**src/rtl/ook_frame_keyer.sv**
```systemverilog
// On-off-keying frame keyer: pulse-width encodes a command word into chips,
// repeats it with inter-frame gaps, and never keys the LO without qualified PLL lock.
module ook_frame_keyer #(
  parameter int unsigned FRAME_BITS  = 24,
  parameter int unsigned CHIP_TICKS  = 4000,
  parameter int unsigned REPEATS     = 4,
  parameter int unsigned GAP_CHIPS   = 25,
  parameter int unsigned LOCK_CYCLES = 1024
) (
  input  logic                  clk,
  input  logic                  rst_n,
  input  logic                  pll_lock,
  input  logic                  start,
  input  logic [FRAME_BITS-1:0] frame,
  output logic                  ready,
  output logic                  busy,
  output logic                  key,
  output logic                  done,
  output logic                  abort
);

  localparam int unsigned TW = (CHIP_TICKS > 1) ? $clog2(CHIP_TICKS) : 1;
  localparam int unsigned BW = (FRAME_BITS > 1) ? $clog2(FRAME_BITS) : 1;
  localparam int unsigned GW = (GAP_CHIPS > 1) ? $clog2(GAP_CHIPS) : 1;
  localparam int unsigned RW = $clog2(REPEATS + 1);
  localparam int unsigned LW = $clog2(LOCK_CYCLES + 1);

  typedef enum logic [1:0] {
    IDLE = 2'd0,
    SEND = 2'd1,
    GAP  = 2'd2
  } state_t;

  state_t                state;
  logic [LW-1:0]         lock_cnt;
  logic [LW-1:0]         lock_cnt_nxt;
  logic                  lock_ok_nxt;
  logic [FRAME_BITS-1:0] shreg;
  logic [FRAME_BITS-1:0] frame_q;
  logic [TW-1:0]         tick;
  logic [1:0]            chip;
  logic [BW-1:0]         bit_idx;
  logic [GW-1:0]         gap_cnt;
  logic [RW-1:0]         rep;
  logic                  tick_wrap;

  // Lock qualifier: consecutive-high counter, saturating, cleared by any low cycle.
  always_comb begin
    lock_cnt_nxt = lock_cnt;
    if (!pll_lock) begin
      lock_cnt_nxt = '0;
    end else if (lock_cnt != LW'(LOCK_CYCLES)) begin
      lock_cnt_nxt = lock_cnt + LW'(1);
    end
  end

  assign lock_ok_nxt = (lock_cnt_nxt == LW'(LOCK_CYCLES));
  assign tick_wrap   = (tick == TW'(CHIP_TICKS - 1));

  always_ff @(posedge clk) begin
    if (!rst_n) begin
      state    <= IDLE;
      lock_cnt <= '0;
      shreg    <= '0;
      frame_q  <= '0;
      tick     <= '0;
      chip     <= '0;
      bit_idx  <= '0;
      gap_cnt  <= '0;
      rep      <= '0;
      ready    <= 1'b0;
      busy     <= 1'b0;
      key      <= 1'b0;
      done     <= 1'b0;
      abort    <= 1'b0;
    end else begin
      lock_cnt <= lock_cnt_nxt;
      done     <= 1'b0;
      abort    <= 1'b0;
      ready    <= 1'b0;
      case (state)
        IDLE: begin
          key  <= 1'b0;
          busy <= 1'b0;
          if (start && ready) begin
            if (!pll_lock) begin
              // Lock lost on the accept edge: refuse to key, report abort.
              abort <= 1'b1;
            end else begin
              state   <= SEND;
              shreg   <= frame;
              frame_q <= frame;
              rep     <= '0;
              tick    <= '0;
              chip    <= '0;
              bit_idx <= '0;
              busy    <= 1'b1;
              key     <= 1'b1;
            end
          end else begin
            ready <= lock_ok_nxt;
          end
        end

        SEND: begin
          if (!pll_lock) begin
            state <= IDLE;
            busy  <= 1'b0;
            key   <= 1'b0;
            abort <= 1'b1;
          end else if (!tick_wrap) begin
            tick <= tick + TW'(1);
          end else begin
            tick <= '0;
            case (chip)
              2'd0: begin
                chip <= 2'd1;
                key  <= shreg[FRAME_BITS-1];
              end
              2'd1: begin
                chip <= 2'd2;
                key  <= 1'b0;
              end
              default: begin
                chip <= 2'd0;
                if (bit_idx == BW'(FRAME_BITS - 1)) begin
                  state   <= GAP;
                  gap_cnt <= '0;
                  key     <= 1'b0;
                end else begin
                  bit_idx <= bit_idx + BW'(1);
                  shreg   <= shreg << 1;
                  key     <= 1'b1;
                end
              end
            endcase
          end
        end

        GAP: begin
          key <= 1'b0;
          if (!pll_lock) begin
            state <= IDLE;
            busy  <= 1'b0;
            abort <= 1'b1;
          end else if (!tick_wrap) begin
            tick <= tick + TW'(1);
          end else begin
            tick <= '0;
            if (gap_cnt != GW'(GAP_CHIPS - 1)) begin
              gap_cnt <= gap_cnt + GW'(1);
            end else begin
              rep <= rep + RW'(1);
              if (rep + RW'(1) == RW'(REPEATS)) begin
                state <= IDLE;
                busy  <= 1'b0;
                done  <= 1'b1;
                ready <= lock_ok_nxt;
              end else begin
                state   <= SEND;
                shreg   <= frame_q;
                chip    <= '0;
                bit_idx <= '0;
                key     <= 1'b1;
              end
            end
          end
        end

        default: begin
          state <= IDLE;
          busy  <= 1'b0;
          key   <= 1'b0;
        end
      endcase
    end
  end

endmodule

```
**config.mk**
```make
export PLATFORM = sky130hd
export DESIGN_NAME = ook_frame_keyer
export DESIGN_NICKNAME = d
export VERILOG_FILES = /design/src/rtl/ook_frame_keyer.sv
export SDC_FILE = /design/constraint.sdc
export NUM_CORES = 1
export LEC_CHECK = 0
export BUFFER_PORTS_ARGS = -buffer_cell sky130_fd_sc_hd__buf_2
export CAP_MARGIN = 30
export CORE_ASPECT_RATIO = 1.1
export CORE_MARGIN = 8
export CORE_UTILIZATION = 50
export DETAILED_ROUTE_END_ITERATION = 6
export PLACE_DENSITY = 0.79
export SLEW_MARGIN = 20
export SYNTH_ARGS = -nofsm -noshare
export SYNTH_HDL_FRONTEND = slang
export SYNTH_SLANG_ARGS = --single-unit
export TNS_END_PERCENT = 10
```
**constraint.sdc**
```tcl
create_clock -name clk -period 4.33 [get_ports clk]
set_input_delay 0.433 -clock clk [delete_from_list [all_inputs] [get_ports clk]]
set_output_delay 0.433 -clock clk [all_outputs]
set_load 0.03 [all_outputs]
```
==> results of run 1 <==
==> power by group through the flow <==
| stage | clock network, uW | registers (uW) | logic (uW) |
|---|---|---|---|
| 2_1_floorplan | 0 | 903 | 203 |
| 3_3_place_gp | 0 | 904 | 262 |
| 3_5_place_dp | 0 | 905 | 270 |
| 4_1_cts | 565 | 886 | 271 |
| 5_1_grt | 601 | 889 | 305 |
| 6_report | 555 | 887 | 277 |
==> layer usage <==
metal | GRT usage [%] | vias to the layer above
met5 | 0 | -
met2 | 29.3 | 171
met4 | 6.85 | 0
met3 | 3.88 | 15
met1 | 22.4 | 2106
li1 | - | 2189
==> critical path, stage by stage (launching register included) <==
cell	delay, ps
dfxtp_1	350
inv_1	90
ha_1	160
buf_4	340
inv_1	190
nor2_1	200
o22a_1	810
a21oi_1	140
a311oi_1	320
==> sequential cells by signal, indices dropped and copies added, names as in the netlist, 2 cells and up <==
name / count
shreg: 24
frame_q: 24
rep: 3
tick: 12
chip: 2
bit_idx: 5
gap_cnt: 5
lock_cnt: 11
state: 2
==> logic make-up after synthesis <==
| family | count (synthesis) | synth area share, % |
|---|---|---|
| simple gates | 253 | 27.2 |
| xor+xnor | 15 | 2.71 |
| fa+ha+maj | 12 | 3.09 |
| mux | 7 | 1.47 |
| flops | 93 | 38.3 |
| compound gates | 168 | 22.2 |
| buf+inv | 59 | 4.95 |
==> synthesized netlist by cell type, types with 3 or more instances <==
cell type   n  area [sq um]
nand2_1    95           357
dfxtp_1    93          1860
a21oi_1    70           350
nor2_1     53           199
nand4_1    36           225
clkbuf_1   28           105
o21ai_0    25           125
a22oi_1    24           180
inv_1      17          63.8
nand3_1    16          80.1
ha_1       12           150
xor2_1     12           105
and3_1      8          50.1
o21ai_1     7          35.0
buf_1       6          22.5
buf_2       6          30.0
mux2i_1     6          60.1
nand2b_1    5          31.3
a31oi_1     4          25.0
and2_1      4          25.0
nand4b_1    4          35.0
nor3_1      4          20.0
o31ai_1     4          30.0
o211ai_1    3          22.5
or4_1       3          22.5
xnor2_1     3          26.3
==> final timing paths <==
kind / startpoint / end / slack (ps) / cells after the start
setup / recovery: state[1] / shreg[0] / 1640 / 8
hold / removal: frame[3] / frame_q[3] / 290 / 3
hold reg to reg: shreg[17] / shreg[17] / 460 / 2
setup reg to reg: state[1] / shreg[0] / 1640 / 8
==> through the flow <==
step / instances / total power [uW] / hold slack (ps)
after CTS: 738 / 1720 / 286
after detailed placement: 722 / 1180 / 444
after global placement: 721 / 1170 / 442
after floorplan: 607 / 1110 / 428
after global routing: 738 / 1800 / 292
final: 738 / 1720 / 291
==> layout make-up <==
type                            instances  area share (%)
Clock buffer                            9            2.37
Clock inverter                          7            1.10
Inverter                               17            1.22
Multi-Input combinational cell        455            52.6
Sequential cell                        93            35.6
Tap cell                              117            2.80
Timing Repair Buffer                   40            4.28
==> results.md, run 1 <==
- Period utilisation layout: 62.2%
- Max clock buf depth: 2
- CTS root buffer: clkbuf_8
- Largest net degree at the start of global routing: 60
- Initial antenna violation count: 0
- Final nets: 656
- Pleak: 0.00185 uW
- Die Y-Extent: 119 microns
- Core Rows: 37
- Highest Signal Layer: met4
- Die area: 0.0131 sq mm
- Net count after synthesis: 647
- Metal2 WL: 5530 microns
- Synth warn: 0
- Post-Syn Instances: 607
- I/O pin count: 33
- Post-synthesis instance area: 0.00486 sq mm
- HPWL after detailed placement: 7690 microns
- Fraction of layout cells with a size suffix above 1: 14.0%
- WP data arrival: 2980 ps
- TritonRoute pass-1 iters: 5
- Crit path required time: 4610 ps
- Most frequent cells in the layout: 95 x nand2_1, 93 x dfxtp_1, 70 x a21oi_1
- Total negative slack: 0 ps
- Synth cell types: 76
- Comb pwr share: 16.1%
- Clk pwr share: 32.3%
- Via count: 4481
- Global router's overall resource usage: 18.0%
- WL met3: 782 microns
- Clock sinks: 93
- Mean Syn Cell Area: 8.00 sq um
- Antenna-violating nets left: 0
- Final number of max-transition violations: 0
- Routed vias/inst: 6.07
- Fmax: 0.372 GHz
- Core area: 0.00940 sq mm
- Die Wd: 110 microns
- Post-route cell area: 0.00523 sq mm
- Post-synthesis async set-or-reset flop share: 0%
- Worst Setup End Kind: flop
- Initial Util: 51.7%
- Clk_skew: 16.8 ps
- Post-Place Worst Slack: 1650 ps
- Synthesis-to-layout area growth: 7.73%
- Hold WC Path Type: in -> reg
- Skew-Pair Late Insertion Delay: 380 ps
- Hold Vio Cnt, Final: 0
- Global-route wire length before repair: 19500 microns
- Startpoint Class: flop
- Synth Flop Type: dfxtp_1
- Slew margin rel.: 36.5%
- Drt total wl: 11600 microns
- Slew @ Worst Pin: 952 ps
- Crit Path Category: reg -> reg
- Placer congestion estimate: 0.862
- Num CTS Buffers: 9
- Status: finished, final reports clean
- Core Util, Final: 55.7%
- FF+latch count, synth: 93
- Crit Path Max Fanout: 32
- Final worst slack: 1640 ps
- Final-layout fill cell count: 871
- Internal power: 1180 uW
- Sequential standard cell area: 0.00186 sq mm
- Vias in the first global route: 4244
- # Post-CTS Setup Buffers: 0
- Pwr dens: 329 mW/mm^2
- Sw frac: 31.6%
- Congestion Overflow GR: 0
- Final setup viols: 0
- Sequential power share: 51.6%
- Initial DRC Count: 370
- PortBufs: 32
- Switching pwr: 543 uW
- Number of synthesized flops with an enable pin: 0
- Area of the multi-input gates: 0.00275 sq mm
- Worst-path clk slew: 110 ps
- H-Tree Depth: 3
- Antenna cells: 0
- Most common cell after layout, fill and taps aside: nand2_1
- Drc violations: 0
- # hold bufs at CTS: 0
- Placed inst area: 0.00505 sq mm
- CTS tree: done
- Post-synthesis sequential area ratio: 38.3%
- WL/cell: 15.7 microns
- RSZ-0062 raised after global routing: no
- Post-CTS sizing: 0
- Min Tclk post-route: 2690 ps
- Met1 Routed Length: 5140 microns
- VDD IR max: 184 uV
- Max-cap violations: 0
Power figures use the tool's default switching activity.
==> run 2: changes to the inputs <==
--- a/config.mk
+++ b/config.mk
@@ -11,7 +11,7 @@
 export CORE_MARGIN = 8
 export CORE_UTILIZATION = 50
 export DETAILED_ROUTE_END_ITERATION = 6
-export PLACE_DENSITY = 0.79
+export PLACE_DENSITY = 0.82
 export SLEW_MARGIN = 20
 export SYNTH_ARGS = -nofsm -noshare
 export SYNTH_HDL_FRONTEND = slang
==> constraint.sdc (replaced) <==
create_clock -name clk -period 2.2 [get_ports clk]
set_input_delay 0.22 -clock clk [delete_from_list [all_inputs] [get_ports clk]]
set_output_delay 0.22 -clock clk [all_outputs]
set_load 0.03 [all_outputs]
==> results.md, run 2 (synthesis gave the netlist of run 1 again) <==
- WP data arrival: 2430 ps (was 2980 ps)
- Largest net degree at the start of global routing: 55 (was 60)
- Crit Path Category: reg -> reg (unchanged)
- Met3 usage: 4.15% (was 3.88%)
- RSZ-0062 raised after global routing: yes (was no)
- Global router's overall resource usage: 18.4% (was 18.0%)
- FF-to-FF Start: state[1] (unchanged)
- Die area: 0.0131 sq mm (unchanged)
- Global-route wire length before repair: 20100 microns (was 19500 microns)
- Pwr dens: 648 mW/mm^2 (was 329 mW/mm^2)
- Routed vias/inst: 5.91 (was 6.07)
- Clk_skew: 16.3 ps (was 16.8 ps)
- Internal power: 2390 uW (was 1180 uW)
- Switching pwr: 1120 uW (was 543 uW)
- Core area: 0.00940 sq mm (unchanged)
- Max clock buf depth: 2 (unchanged)
- Initial antenna violation count: 0 (unchanged)
- Period utilisation layout: 96.6% (was 62.2%)
- Busiest grt layer: met2 (unchanged)
- Hold WC Path Type: in -> reg (unchanged)
- Startpoint Class: flop (unchanged)
- Core Util, Final: 57.8% (was 55.7%)
- Sequential standard cell area: 0.00187 sq mm (was 0.00186 sq mm)
- Fmax: 0.471 GHz (was 0.372 GHz)
- HPWL after detailed placement: 8080 microns (was 7690 microns)
- Hold Startpoint: frame[17] (was frame[3])
- CTS root buffer: clkbuf_8 (unchanged)
- CP cell instances: inv_1 -> ha_1 -> buf_4 -> nand2b_1 -> a21o_1 -> or4_2 -> a21oi_1 (was inv_1 -> ha_1 -> buf_4 -> inv_1 -> nor2_1 -> o22a_1 -> a21oi_1 -> a311oi_1)
- TritonRoute pass-1 iters: 5 (unchanged)
- Drc violations: 0 (unchanged)
- Clk pwr share: 32.7% (was 32.3%)
- Via count: 4483 (was 4481)
- Core Rows: 37 (unchanged)
- Slew @ Worst Pin: 567 ps (was 952 ps)
- Total power: 3510 uW (was 1720 uW)
- PortBufs: 32 (unchanged)
- Drt total wl: 11800 microns (was 11600 microns)
- Most frequent cells in the layout: 95 x nand2_1, 89 x dfxtp_1, 70 x a21oi_1 (was 95 x nand2_1, 93 x dfxtp_1, 70 x a21oi_1)
- Slew margin rel.: 61.9% (was 36.5%)
- Met2 usage: 30.0% (was 29.3%)
- Antenna-violating nets left: 0 (unchanged)
- Max-cap violations: 0 (unchanged)
- Fraction of layout cells with a size suffix above 1: 17.6% (was 14.0%)
- Antenna cells: 0 (unchanged)
- Hold Vio Cnt, Final: 0 (unchanged)
- Final hold slack: 74.2 ps (was 291 ps)
- Worst Setup End Kind: flop (unchanged)
- Comb pwr share: 17.7% (was 16.1%)
- Largest stage delay, worst path: 550 ps (was 810 ps)
- Skew-Pair Late Insertion Delay: 380 ps (about the same)
- Sw frac: 32.0% (was 31.6%)
- Die Y-Extent: 119 microns (unchanged)
- Final setup viols: 0 (unchanged)
- Final nets: 676 (was 656)
- Worst-path clk slew: 110 ps (about the same)
- Final-layout fill cell count: 837 (was 871)
- Clock sinks: 93 (unchanged)
- Congestion Overflow GR: 0 (unchanged)
- Pleak: 0.00196 uW (was 0.00185 uW)
- Worst Setup SP: state[1] (unchanged)
- Final number of max-transition violations: 0 (unchanged)
- Status: finished, final reports clean (unchanged)
- Largest regs: frame_q (24), shreg (24), tick (12) (unchanged)
- Vias in the first global route: 4481 (was 4244)
- VDD IR max: 379 uV (was 184 uV)
- Crit path required time: 2510 ps (was 4610 ps)
- Area of the multi-input gates: 0.00279 sq mm (was 0.00275 sq mm)
- CTS tree: done (unchanged)
- Die Wd: 110 microns (unchanged)
- H-Tree Depth: 3 (unchanged)
- Most common cell after layout, fill and taps aside: nand2_1 (unchanged)
- Num CTS Buffers: 9 (unchanged)
- Sequential power share: 49.6% (was 51.6%)
- Min Tclk post-route: 2120 ps (was 2690 ps)
- M1 GR Usage: 22.5% (was 22.4%)
- # Post-CTS Setup Buffers: 0 (unchanged)
- Initial Util: 51.7% (unchanged)
- WL/cell: 15.6 microns (was 15.7 microns)
- Placer congestion estimate: 0.888 (was 0.862)
- Synthesis-to-layout area growth: 11.8% (was 7.73%)
- I/O pin count: 33 (unchanged)
- Slowest cell on crit path: or4_2 (was o22a_1)
- Initial DRC Count: 408 (was 370)
- # hold bufs at CTS: 0 (unchanged)
- Crit Path Max Fanout: 9 (was 32)
[run 2: what timing repair did]
action,CTS,global route
endpoints found under the setup margin,24,35
resized for setup,1,10
hold endpoints to repair,0,0
pin swaps,0,1
[run 2: worst paths after layout]
path	endpoint	slack [ps]	cells past startpoint
setup reg to reg	tick[4]	80	7
hold / removal	frame_q[17]	70	3
setup / recovery	tick[4]	80	7
hold reg to reg	frame_q[8]	460	2
[run 2: layout make-up]
class / count / share of cell area, %
clock buffer: 9 / 2.28
inverter: 17 / 1.18
clock inverter: 7 / 1.27
tap: 117 / 2.70
sequential: 93 / 34.4
timing repair buffer: 60 / 6.82
multi-input combinational: 455 / 51.4
[run 2: layer usage]
layer	vias up	wire (microns)
met1	2079	5270
met3	24	713
met4	0	215
met5	-	0
li1	2231	-
met2	149	5590
[run 2: power by group through the flow]
stage,clock [uW],sequential [uW],combinational (uW)
finish,1150,1740,623
global route,1240,1750,683
CTS,1170,1740,606
detailed placement,0,1780,600
global placement,0,1780,587
floorplan,0,1780,399
[run 2: per-stage QoR]
step	instance area, sq um	setup slack, ps	TNS (ps)	instances
global placement	5200	3.49	0	742
finish	5430	75.8	0	758
global route	5430	-22.8	-52.1	758
detailed placement	5200	-102	-1500	742
CTS	5390	16.7	0	758
floorplan	4860	178	0	607
[run 2: critical path, delay by kind of cell, from the launching register on]
kind / cells / cell delay (ps)
DFF: 1 / 400
adders and majority gates: 1 / 210
AOI/OAI and AO/OA: 2 / 460
and+or+nand+nor: 2 / 760
buffers and inverters: 2 / 240
==> run 3: changes to the inputs <==
--- a/config.mk
+++ b/config.mk
@@ -8,7 +8,7 @@
 export BUFFER_PORTS_ARGS = -buffer_cell sky130_fd_sc_hd__buf_2
 export CAP_MARGIN = 30
 export CORE_ASPECT_RATIO = 1.1
-export CORE_MARGIN = 8
+export CORE_MARGIN = 3
 export CORE_UTILIZATION = 50
 export DETAILED_ROUTE_END_ITERATION = 6
 export PLACE_DENSITY = 0.82
==> results.md, run 3 (synthesis gave the netlist of run 1 again) <==
- Status: finished, final reports clean (unchanged)
- Max-cap violations: 0 (unchanged)
- Global-route wire length before repair: 19000 microns (was 20100 microns)
- Crit path required time: 2500 ps (was 2510 ps)
- H-Tree Depth: 3 (unchanged)
- Pleak: 0.00196 uW (about the same)
- Via count: 4534 (was 4483)
- Worst Setup End Kind: flop (unchanged)
- Final worst slack: 72.1 ps (was 75.8 ps)
- Clock sinks: 93 (unchanged)
- Post-route cell area: 0.00545 sq mm (was 0.00543 sq mm)
- # hold bufs at CTS: 0 (unchanged)
- Post-Layout Cell Count: 756 (was 758)
- Comb pwr share: 18.1% (was 17.7%)
- Hold Vio Cnt, Final: 0 (unchanged)
- Congestion Overflow GR: 0 (unchanged)
- Die Y-Extent: 109 microns (was 119 microns)
- Max clock buf depth: 2 (unchanged)
- Slowest cell on crit path: or4_1 (was or4_2)
- Largest stage delay, worst path: 500 ps (was 550 ps)
- CTS root buffer: clkbuf_8 (unchanged)
- Placer congestion estimate: 0.871 (was 0.888)
- Routed vias/inst: 6.00 (was 5.91)
- Final number of max-transition violations: 0 (unchanged)
- I/O pin count: 33 (unchanged)
- RSZ-0062 raised after global routing: yes (unchanged)
- Core area: 0.00940 sq mm (unchanged)
- Initial DRC Count: 286 (was 408)
- WL/cell: 15.0 microns (was 15.6 microns)
- Core Rows: 37 (unchanged)
- Total power: 3490 uW (was 3510 uW)
- Die area: 0.0109 sq mm (was 0.0131 sq mm)
- Min Tclk post-route: 2130 ps (was 2120 ps)
- Final setup viols: 0 (unchanged)
- Clk_skew: 12.3 ps (was 16.3 ps)
- Highest Signal Layer: met4 (unchanged)
- Internal power: 2390 uW (about the same)
- Antenna cells: 0 (unchanged)
- Post-Place Worst Slack: -95.9 ps (was -102 ps)
- CP cell instances: inv_1 -> ha_1 -> or2_1 -> nor2_2 -> o22ai_2 -> buf_4 -> or4_1 -> a21oi_1 (was inv_1 -> ha_1 -> buf_4 -> nand2b_1 -> a21o_1 -> or4_2 -> a21oi_1)
- Fmax: 0.470 GHz (was 0.471 GHz)
- Antenna-violating nets left: 0 (unchanged)
- TritonRoute pass-1 iters: 5 (unchanged)
- Metal2 WL: 5530 microns (was 5590 microns)
- Most frequent cells in the layout: 95 x nand2_1, 90 x dfxtp_1, 69 x a21oi_1 (was 95 x nand2_1, 89 x dfxtp_1, 70 x a21oi_1)
- Final hold slack: 80.0 ps (was 74.2 ps)
- Sequential power share: 49.8% (was 49.6%)
- Largest net degree at the start of global routing: 55 (unchanged)
- Vias in the first global route: 4143 (was 4481)
- PortBufs: 32 (unchanged)
- Worst-path clk slew: 110 ps (about the same)
- Slew @ Worst Pin: 514 ps (was 567 ps)
- WL met3: 742 microns (was 713 microns)
- Placed insts: 740 (was 742)
- VDD IR max: 389 uV (was 379 uV)
- Slew margin rel.: 65.3% (was 61.9%)
- Initial antenna violation count: 0 (unchanged)
- Pwr dens: 641 mW/mm^2 (was 648 mW/mm^2)
- Drt total wl: 11400 microns (was 11800 microns)
- Placed inst area: 0.00522 sq mm (was 0.00520 sq mm)
- CTS tree: done (unchanged)
- HPWL after detailed placement: 7690 microns (was 8080 microns)
- Hold WC Path Type: in -> reg (unchanged)
- Skew-Pair Late Insertion Delay: 370 ps (was 380 ps)
- Sw frac: 31.5% (was 32.0%)
- Initial Util: 51.7% (unchanged)
- Most common cell after layout, fill and taps aside: nand2_1 (unchanged)
- Period utilisation layout: 96.7% (was 96.6%)
- Fraction of layout cells with a size suffix above 1: 17.5% (was 17.6%)
- Synthesis-to-layout area growth: 12.3% (was 11.8%)
- Final nets: 674 (was 676)
- Crit Path Category: reg -> reg (unchanged)
- Die Wd: 100 microns (was 110 microns)
- Clk pwr share: 32.1% (was 32.7%)
- Largest regs: frame_q (24), shreg (24), tick (12) (unchanged)
- Switching pwr: 1100 uW (was 1120 uW)
- Crit Path Max Fanout: 9 (unchanged)
- Global router's overall resource usage: 21.0% (was 18.4%)
- Drc violations: 0 (unchanged)
- Startpoint Class: flop (unchanged)
- Num CTS Buffers: 9 (unchanged)
- WP data arrival: 2420 ps (was 2430 ps)
- Met1 Routed Length: 5010 microns (was 5270 microns)
-- run 3: layout make-up --
class | count | area [sq um]
tap | 117 | 146
multi-input combinational | 455 | 2790
timing repair buffer | 58 | 393
clock inverter | 7 | 66.3
sequential | 93 | 1870
fill | 841 | 3950
inverter | 17 | 63.8
clock buffer | 9 | 124
-- run 3: what timing repair did --
item | 4_1_cts | 5_1_grt
endpoints found under the setup margin | 24 | 21
setup buffers | 0 | 0
resized for setup | 1 | 10
-- run 3: worst paths after layout --
check | cells after the start | slack (ps) | to | start
hold / removal | 3 | 80 | frame_q[20] | frame[20]
setup reg to reg | 8 | 70 | bit_idx[3] | state[0]
hold reg to reg | 2 | 460 | shreg[5] | shreg[5]
setup / recovery | 8 | 70 | bit_idx[3] | state[0]
-- run 3: layer usage --
layer	up-vias	global-route usage (%)
li1	2226	-
met1	2123	26.8
met2	173	35.6
met3	12	4.06
met4	0	7.02
met5	-	0
-- run 3: power by group through the flow --
stage                     clock network, uW  logic [uW]  registers [uW]
after floorplan                           0         399            1780
after global placement                    0         603            1780
after detailed placement                  0         613            1780
after CTS                              1140         620            1740
after global routing                   1200         695            1750
final                                  1120         631            1740
-- run 3: metrics by stage --
step	utilization [%]	setup TNS, ps
floorplan	-	0
global placement	55.5	-7.40
detailed placement	55.5	-1630
CTS	57.6	0
global route	58.0	-75.8
finish	58.0	0
-- run 3: critical path: cells and delay by family (launching register included) --
family	cells	cell delay, ps
compound gates	2	310
fa+ha+maj	1	240
buf+inv	2	250
flops	1	340
simple gates	3	930
